`src/rtl/dtree_engine.sv`:
```
// Decision-tree inference engine: loadable node table, one node visited per clock.
// Optional build macro DTREE_SIGNED_CMP_EN selects signed feature/threshold compare.
module dtree_engine #(
  parameter int WIDTH     = 8,
  parameter int X_NUM     = 4,
  parameter int ADDR_W    = 6,
  parameter int MAX_STEPS = 16,
  localparam int FIDX_W   = $clog2(X_NUM),
  localparam int NODE_W   = 1 + FIDX_W + WIDTH + 2*ADDR_W + WIDTH
) (
  input  logic                     clock,
  input  logic                     reset,
  input  logic                     cfg_we,
  input  logic [ADDR_W-1:0]        cfg_addr,
  input  logic [NODE_W-1:0]        cfg_data,
  input  logic                     start_i,
  input  logic [X_NUM*WIDTH-1:0]   x_i,
  output logic                     busy_o,
  output logic [WIDTH-1:0]         y_o,
  output logic                     y_valid_o,
  output logic                     error_o
);

  typedef enum logic [0:0] {IDLE = 1'b0, WALK = 1'b1} state_t;

  localparam int NFEAT_PAD = 2**FIDX_W;

  state_t                   state_q, state_d;
  logic [ADDR_W-1:0]        pc_q, pc_d;
  logic [7:0]               steps_q, steps_d;
  logic [X_NUM*WIDTH-1:0]   feat_q, feat_d;
  logic [WIDTH-1:0]         y_q, y_d;
  logic                     y_valid_q, y_valid_d;
  logic                     error_q, error_d;

  logic [NODE_W-1:0]        table_q [2**ADDR_W];
  logic                     table_we;

  logic [NODE_W-1:0]        node;
  logic                     node_leaf;
  logic [FIDX_W-1:0]        node_fidx;
  logic [WIDTH-1:0]         node_cmp;
  logic [ADDR_W-1:0]        node_nxt_t;
  logic [ADDR_W-1:0]        node_nxt_f;
  logic [WIDTH-1:0]         node_val;

  logic [WIDTH-1:0]         feat_pad [NFEAT_PAD];
  logic [NFEAT_PAD-1:0]     fidx_ok_mask;
  logic [WIDTH-1:0]         feat_sel;
  logic                     fidx_ok;
  logic                     take_t;
  logic                     last_step;

  assign node       = table_q[pc_q];
  assign node_val   = node[WIDTH-1:0];
  assign node_nxt_f = node[WIDTH +: ADDR_W];
  assign node_nxt_t = node[WIDTH+ADDR_W +: ADDR_W];
  assign node_cmp   = node[WIDTH+2*ADDR_W +: WIDTH];
  assign node_fidx  = node[2*WIDTH+2*ADDR_W +: FIDX_W];
  assign node_leaf  = node[NODE_W-1];

  // Pad the feature bank to a power of two so any encodable fidx indexes safely;
  // the mask flags indices beyond X_NUM that must abort the walk.
  for (genvar gi = 0; gi < NFEAT_PAD; gi++) begin : g_feat
    if (gi < X_NUM) begin : g_real
      assign feat_pad[gi]     = feat_q[gi*WIDTH +: WIDTH];
      assign fidx_ok_mask[gi] = 1'b1;
    end else begin : g_pad
      assign feat_pad[gi]     = '0;
      assign fidx_ok_mask[gi] = 1'b0;
    end
  end

  assign feat_sel  = feat_pad[node_fidx];
  assign fidx_ok   = fidx_ok_mask[node_fidx];
  assign last_step = (steps_q == 8'(MAX_STEPS - 1));

`ifdef DTREE_SIGNED_CMP_EN
  assign take_t = ($signed(feat_sel) > $signed(node_cmp));
`else
  assign take_t = (feat_sel > node_cmp);
`endif

  // A write coinciding with start_i is dropped along with writes during WALK.
  assign table_we = cfg_we && (state_q == IDLE) && !start_i;

  always_comb begin
    state_d   = state_q;
    pc_d      = pc_q;
    steps_d   = steps_q;
    feat_d    = feat_q;
    y_d       = y_q;
    y_valid_d = 1'b0;
    error_d   = 1'b0;
    case (state_q)
      IDLE: begin
        if (start_i) begin
          state_d = WALK;
          feat_d  = x_i;
          pc_d    = '0;
          steps_d = '0;
        end
      end
      WALK: begin
        steps_d = steps_q + 8'd1;
        if (node_leaf) begin
          y_d       = node_val;
          y_valid_d = 1'b1;
          state_d   = IDLE;
        end else if (!fidx_ok || last_step) begin
          y_d       = '0;
          y_valid_d = 1'b1;
          error_d   = 1'b1;
          state_d   = IDLE;
        end else begin
          pc_d = take_t ? node_nxt_t : node_nxt_f;
        end
      end
      default: state_d = IDLE;
    endcase
  end

  always_ff @(posedge clock or negedge reset) begin
    if (!reset) begin
      state_q   <= IDLE;
      pc_q      <= '0;
      steps_q   <= '0;
      feat_q    <= '0;
      y_q       <= '0;
      y_valid_q <= 1'b0;
      error_q   <= 1'b0;
    end else begin
      state_q   <= state_d;
      pc_q      <= pc_d;
      steps_q   <= steps_d;
      feat_q    <= feat_d;
      y_q       <= y_d;
      y_valid_q <= y_valid_d;
      error_q   <= error_d;
    end
  end

  always_ff @(posedge clock or negedge reset) begin
    if (!reset) begin
      for (int i = 0; i < 2**ADDR_W; i++) table_q[i] <= '0;
    end else if (table_we) begin
      table_q[cfg_addr] <= cfg_data;
    end
  end

  assign busy_o    = (state_q == WALK);
  assign y_o       = y_q;
  assign y_valid_o = y_valid_q;
  assign error_o   = error_q;

endmodule
```
`config.mk`:
```
export PLATFORM = sky130hd
export DESIGN_NAME = dtree_engine
export DESIGN_NICKNAME = d
export VERILOG_FILES = /design/src/rtl/dtree_engine.sv
export SDC_FILE = /design/constraint.sdc
export NUM_CORES = 2
export LEC_CHECK = 0
export CAP_MARGIN = 10
export CORE_ASPECT_RATIO = 1.4
export CORE_MARGIN = 2
export CORE_UTILIZATION = 35
export CTS_CLUSTER_DIAMETER = 200
export DETAILED_ROUTE_END_ITERATION = 16
export HOLD_SLACK_MARGIN = 0.03
export SKIP_CTS_REPAIR_TIMING = 1
export SLEW_MARGIN = 20
export SYNTH_ARGS = -nofsm -noshare
export SYNTH_HDL_FRONTEND = slang
export SYNTH_SLANG_ARGS = --single-unit
export TNS_END_PERCENT = 10
```
`constraint.sdc`:
```
create_clock -name clock -period 5 [get_ports clock]
set_clock_uncertainty 0.1 [all_clocks]
set_input_delay 0.5 -clock clock [delete_from_list [all_inputs] [get_ports clock]]
set_output_delay 0.5 -clock clock [all_outputs]
set_load 0.01 [all_outputs]
```
======== Yosys cells after proc, flatten, opt, wreduce, memory -nomap -nowiden ========
Cells that the tools add are included.
storage, ports and cells
  flip-flop bits (word level) ............. 2,041
  input port bits ......................... 73
  output and inout port bits .............. 11
  word-level logic and storage cells ...... 125
cells by class
  $add $sub $neg .......................... 1
  $lt $le $gt $ge ......................... 6
  eq/ne operators ......................... 4
  mux-type cells .......................... 29
  bitwise gates (word level) .............. 4
  reductions and logical operators ........ 10
operators with widths
  kind                                                                   count
  1984-bit bitwise mux                                                   1
  31-bit binary-select mux with 6-bit select                             1
  31-bit demux with 6-bit select                                         1
  31-bit two-way mux                                                     3
  8-bit two-way mux                                                      5
  6-bit two-way mux                                                      4
  8-bit binary-select mux with 2-bit select                              1
  8-bit one-hot mux with 2 select lines                                  1
  7-bit greater-or-equal comparator, second input constant               2
  6-bit inverter with 7-bit output                                       2
  6-bit one-hot mux with 2 select lines                                  1
  1-bit two-way mux                                                      9
  8-bit by 1-bit adder with 8-bit output, second input constant          1
  8-bit by 4-bit equality test with 1-bit output, second input constant  1
  8-bit greater-than comparator                                          1
  7-bit by 1-bit < comparator with 1-bit output, second input constant   1
  2-bit inequality test, second input constant                           3
  2-bit AND reduction                                                    2
  3-bit greater-or-equal comparator, second input constant               1
  1-bit logical AND                                                      3
  2-bit by 3-bit < comparator with 1-bit output, second input constant   1
  2-bit inverter with 3-bit output                                       1
  3-bit AND reduction                                                    1
  1-bit binary-select mux with 2-bit select                              1
  5 further kinds                                                        6

======== Logic depth before layout (Yosys ltp) ========
  depth in word-level cells ............... 13
  depth in mapped cells ................... 20
  gate-level depth less buffers ........... 15

======== Worst setup path after synthesis ========
Ideal clock, no wire load.
  path kind ............................... register to register
  start point ............................. register pc_q[1]
  end point ............................... register pc_q[3]
  library setup time ...................... 65 ps
  arrival time ............................ 4,082 ps
  required time ........................... 4,835 ps
  path slack .............................. 754 ps
  stages on the path, launching flop included .. 17
  path buffers ............................ 4
  period minus slack after synthesis ...... 4,246 ps
  path through ............................ dfrtp_1 > buf_4 > buf_4 > buf_2 > buf_1 > mux4_2 > mux4_2 > mux4_2 > inv_1 > ha_1 > a211oi_1 > nor2_1 > o31a_1 > a211oi_1 > a22oi_1 > o311ai_1 > mux2_2
between the ends
  cells in the longest elaborated chain, start to end .. 13
  elaborated cells on any way between the ends .. 20
  classes of those cells .................. order compare: 1; eq/ne: 2; mux: 12; bitwise: 2; reduce/logical: 3
ends and longest elaborated chain
  item                                                      line  text
  from (decl)                                               29    logic [ADDR_W-1:0] pc_q, pc_d;
  from (signal assigned)                                    134   pc_q <= pc_d;
  6-bit inverter with 7-bit output (not written as such) *  54    assign node = table_q[pc_q];
  31-bit binary-select mux with 6-bit select *              54
  31-bit two-way mux (not written as such) * (2 in series)  54
  2-bit inverter with 3-bit output (not written as such)    74    assign feat_sel = feat_pad[node_fidx];
  8-bit binary-select mux with 2-bit select                 74
  8-bit two-way mux (not written as such) (2 in series)     74
  8-bit greater-than comparator                             81    assign take_t = (feat_sel > node_cmp);
  6-bit two-way mux                                         116   pc_d = take_t ? node_nxt_t : node_nxt_f;
  6-bit two-way mux                                         110   end else if (!fidx_ok || last_step) begin
  6-bit two-way mux                                         106   if (node_leaf) begin
  6-bit one-hot mux with 2 select lines                     95    case (state_q)
Mark *: on every way between the ends. The rest lies on a longest branch, timed or not. The select of a mux whose other input is x is not followed.
A chain may end at the register's enable or synchronous reset.

======== Worst setup path after layout ========
  start point ............................. register pc_q[0]
  end point ............................... register pc_q[5]
The elaborated chain is that of the path after synthesis.

==> impl_metrics.ini <==
[place]
placed_area_sq_mm = 0.09769
port_buffers = 83
dpl.hpwl_mm = 168.7
place.gp.congestion = 0.8439

[worst_setup_path]
rr_worst_depth = 15
cp.required_ns = 5.66
cp_max_fo = 28
arrival_ns = 5.54
cpPeakStageDelay_ns = 0.57
reg2reg_to = pc_q[5]
r2r_setup_slack_ns = 0.12
r2r-start = pc_q[0]
critPathLaunchType = flop
path_cells = buf_12, buf_12, mux4_2, mux4_2, mux4_2, inv_1, ha_1, and4_1, nand4_1, o31a_1, a211oi_1, buf_4, a22oi_1, o311ai_1, mux2_2
path_class = flop to flop
worst-path-buf-inv = 4
crit_slowest_cell = mux4_2
cpMostUsedCell = mux4_2
path_delay_family = multiplexers
cp-end-kind = flop

[global_route]
grt_use_met3_pct = 2.792
grt_pass1_vias = 55820
grt_first_pass_wirelength_mm = 409.5
grtUsageMet1_pct = 26.16
antenna_found_initial = 11
globalRouteTotalUtil_pct = 20.90
grt-busiest-layer = met2
grt_overflow = 0
use_met2_pct = 36.15
grt_max_degree = 198

[detailed_routing]
remaining_drc_errors = 4
antenna_left = 0
via_count = 52790
firstDrtPassIters = 11
wirelength_mm = 282.3
drt_iter0_drc = 3737
vias_per_cell = 5.593
wire_per_inst_um = 29.91

[pwr]
p_leak_nw = 49.55
ir_worst_vdd_mv = 0.3538
powerDensity_mw_per_mm2 = 420.3

[floorplanning]
fp-row-count = 223
die_area_sq_mm = 0.2689
core_region_area_sq_mm = 0.2634
die_y_um = 612.8
die_w_um = 438.8
ioPinCount = 84
initial_core_util_pct = 35.18

[timing]
setup_tns_ns = 0
tightestPinTransition_ns = 1.137
rsz0062_at_grt = no
period_minus_slack_ns = 4.880
maxSlewViolCount = 0
timing.slew.headroom_pct = 23.93
timing.final.crit_share_pct = 97.60
fmax_mhz = 204.9
setup_viol = 0
hold_viol = 0

[yosys]
synth-edff-count = 0
ys.warnings.count = 0
ys_seq_elements = 2041
synthesis.area_sq_mm = 0.09265
netlist_instances = 5843
synth_largest_area_cell = dfrtp_1
async_flop_share_pct = 100.0
ys_top_cells_by_area = dfrtp_1 (55%), mux2_2 (24%), mux4_2 (13%)
synth_fp_nets = 5925
ys_types = 59
synth_flop_cell = dfrtp_1
synth_top_area_share_pct = 55.13
avgSynthCellArea_sq_um = 15.86
seq_area_frac_synth_pct = 55.13

[flow_run]
drv_cap = 0

[clocking]
root_buffer = clkbuf_16
cts_buffers = 198
clock_latency_ns = 0.87
clock_path_buffers = 4
htreeDepth = 4
cts_sinks = 2041
clk_pin_slew_ns = 0.07
tritoncts = built

[final_layout]
nets = 5875
design_area_sq_mm = 0.1045
fillers = 24230
utilization_pct = 39.67
seq_area_sq_mm = 0.05109
area_growth_pct = 12.77
multi_input_area_sq_mm = 0.03913
layout-drive-gt1-share_pct = 53.99

[status]
status = finished with violations
violations = design-rule violations

[hold_path]
hp-class = primary input to async pin
==> synth_stat cells (all sizes together) (2+ instances only) <==
cell / instances
o22ai: 14
buf: 190
o21ai: 32
o311a: 2
nor2: 38
inv: 12
nor3b: 3
nand2b: 11
mux4: 533
nand2: 203
mux2: 1995
a221oi: 46
o311ai: 3
nor4: 9
a2111oi: 5
nand3: 25
a22oi: 44
and3b: 2
nor2b: 21
a22o: 13
a21oi: 13
a31oi: 2
and3: 2
nand3b: 2
a211oi: 7
ha: 9
dfrtp: 2041
or2: 2
nand4: 7
nor3: 10
o211ai: 5
clkbuf: 398
and2: 4
mux2i: 128
==> cell usage in the layout (no fill, tap or decap), types with 32 or more instances in the layout <==
| master | netlist | final |
|---|---|---|
| clkbuf_16 | 0 | 202 |
| mux4_2 | 533 | 533 |
| a221oi_1 | 46 | 46 |
| buf_12 | 3 | 50 |
| clkinv_2 | 0 | 47 |
| buf_4 | 24 | 213 |
| mux2i_1 | 128 | 128 |
| clkbuf_1 | 398 | 45 |
| clkbuf_8 | 0 | 44 |
| a22oi_1 | 44 | 44 |
| mux2_2 | 1994 | 1994 |
| dfrtp_1 | 2041 | 2037 |
| clkdlybuf4s50_1 | 0 | 51 |
| o21ai_0 | 32 | 32 |
| nand2_2 | 1 | 49 |
| nand2_1 | 202 | 154 |
==> cells by family (layout without fill, tap and decap cells) <==
kind of cell,after synthesis,after routing,share of synthesized area (%)
mux,2656,2656,38.59
flops,2041,2041,55.13
buf+inv,601,707,2.959
simple gates,342,342,1.661
other cells,0,2,0
compound gates,192,192,1.527
fa+ha+maj,9,9,0.1215
xor+xnor,2,2,0.01891
==> sequential cells by signal, indices dropped and copies added, names as in the netlist <==
signal     flops
error_o        1
pc_q           6
busy_o         1
y_o            8
steps_q        8
y_valid_o      1
feat_q        32
table_q     1984
==> metrics by stage <==
step	hold slack, ns	power [mW]	worst slack [ns]	instances
after CTS	-0.6062	44.12	-0.2470	9419
after global placement	0.3288	28.75	-0.2291	9063
after detailed placement	0.3261	28.90	-0.1868	9063
after global routing	0.08486	45.57	0.01905	9437
final	0.09991	43.92	0.1198	9438
after floorplan	0.1044	25.36	0.7536	5843
==> cell type report <==
type / instances / area share, %
flip-flops and latches: 2041 / 48.89
repair buffers: 338 / 3.245
multi-input cells: 3201 / 37.45
inverters: 13 / 0.05149
diodes: 2 / 0.004790
well taps: 3487 / 4.176
clock inverters: 66 / 0.6239
clock buffers: 290 / 5.555
==> worst reg2reg max path, delay by kind of cell, from the launching register on <==
family	cells	cell delay, ns
muxes	4	1.89
buffers and inverters	4	0.91
AOI/OAI and AO/OA	4	0.77
DFF	1	0.47
and+or+nand+nor	2	0.34
adders and majority gates	1	0.29
==> worst max path at each step <==
stage | startpoint | end | slack, ns | cells after the start
detailed placement | pc_q[0] | pc_q[3] | -0.19 | 20
finish | pc_q[0] | pc_q[5] | 0.12 | 15
floorplan | pc_q[1] | pc_q[3] | 0.75 | 16
global placement | pc_q[0] | pc_q[5] | -0.23 | 20
CTS | pc_q[0] | pc_q[2] | -0.25 | 20
global route | pc_q[0] | pc_q[2] | 0.02 | 15
==> per-layer routing <==
layer  wire, um  vias to the layer above
met4      13490                       12
li1           -                    21590
met5         68                        -
met2     143600                     1344
met1     112600                    29310
met3      12520                      533
==> where the power goes <==
group | total (mW) | switching, mW | leakage [nW] | internal, mW
clock network | 15.2 | 6.56 | 3.21 | 8.65
logic | 9.80 | 5.38 | 18.2 | 4.42
registers | 18.9 | 0.929 | 28.1 | 18.0
Note: power is estimated with default switching activity, not from simulation.
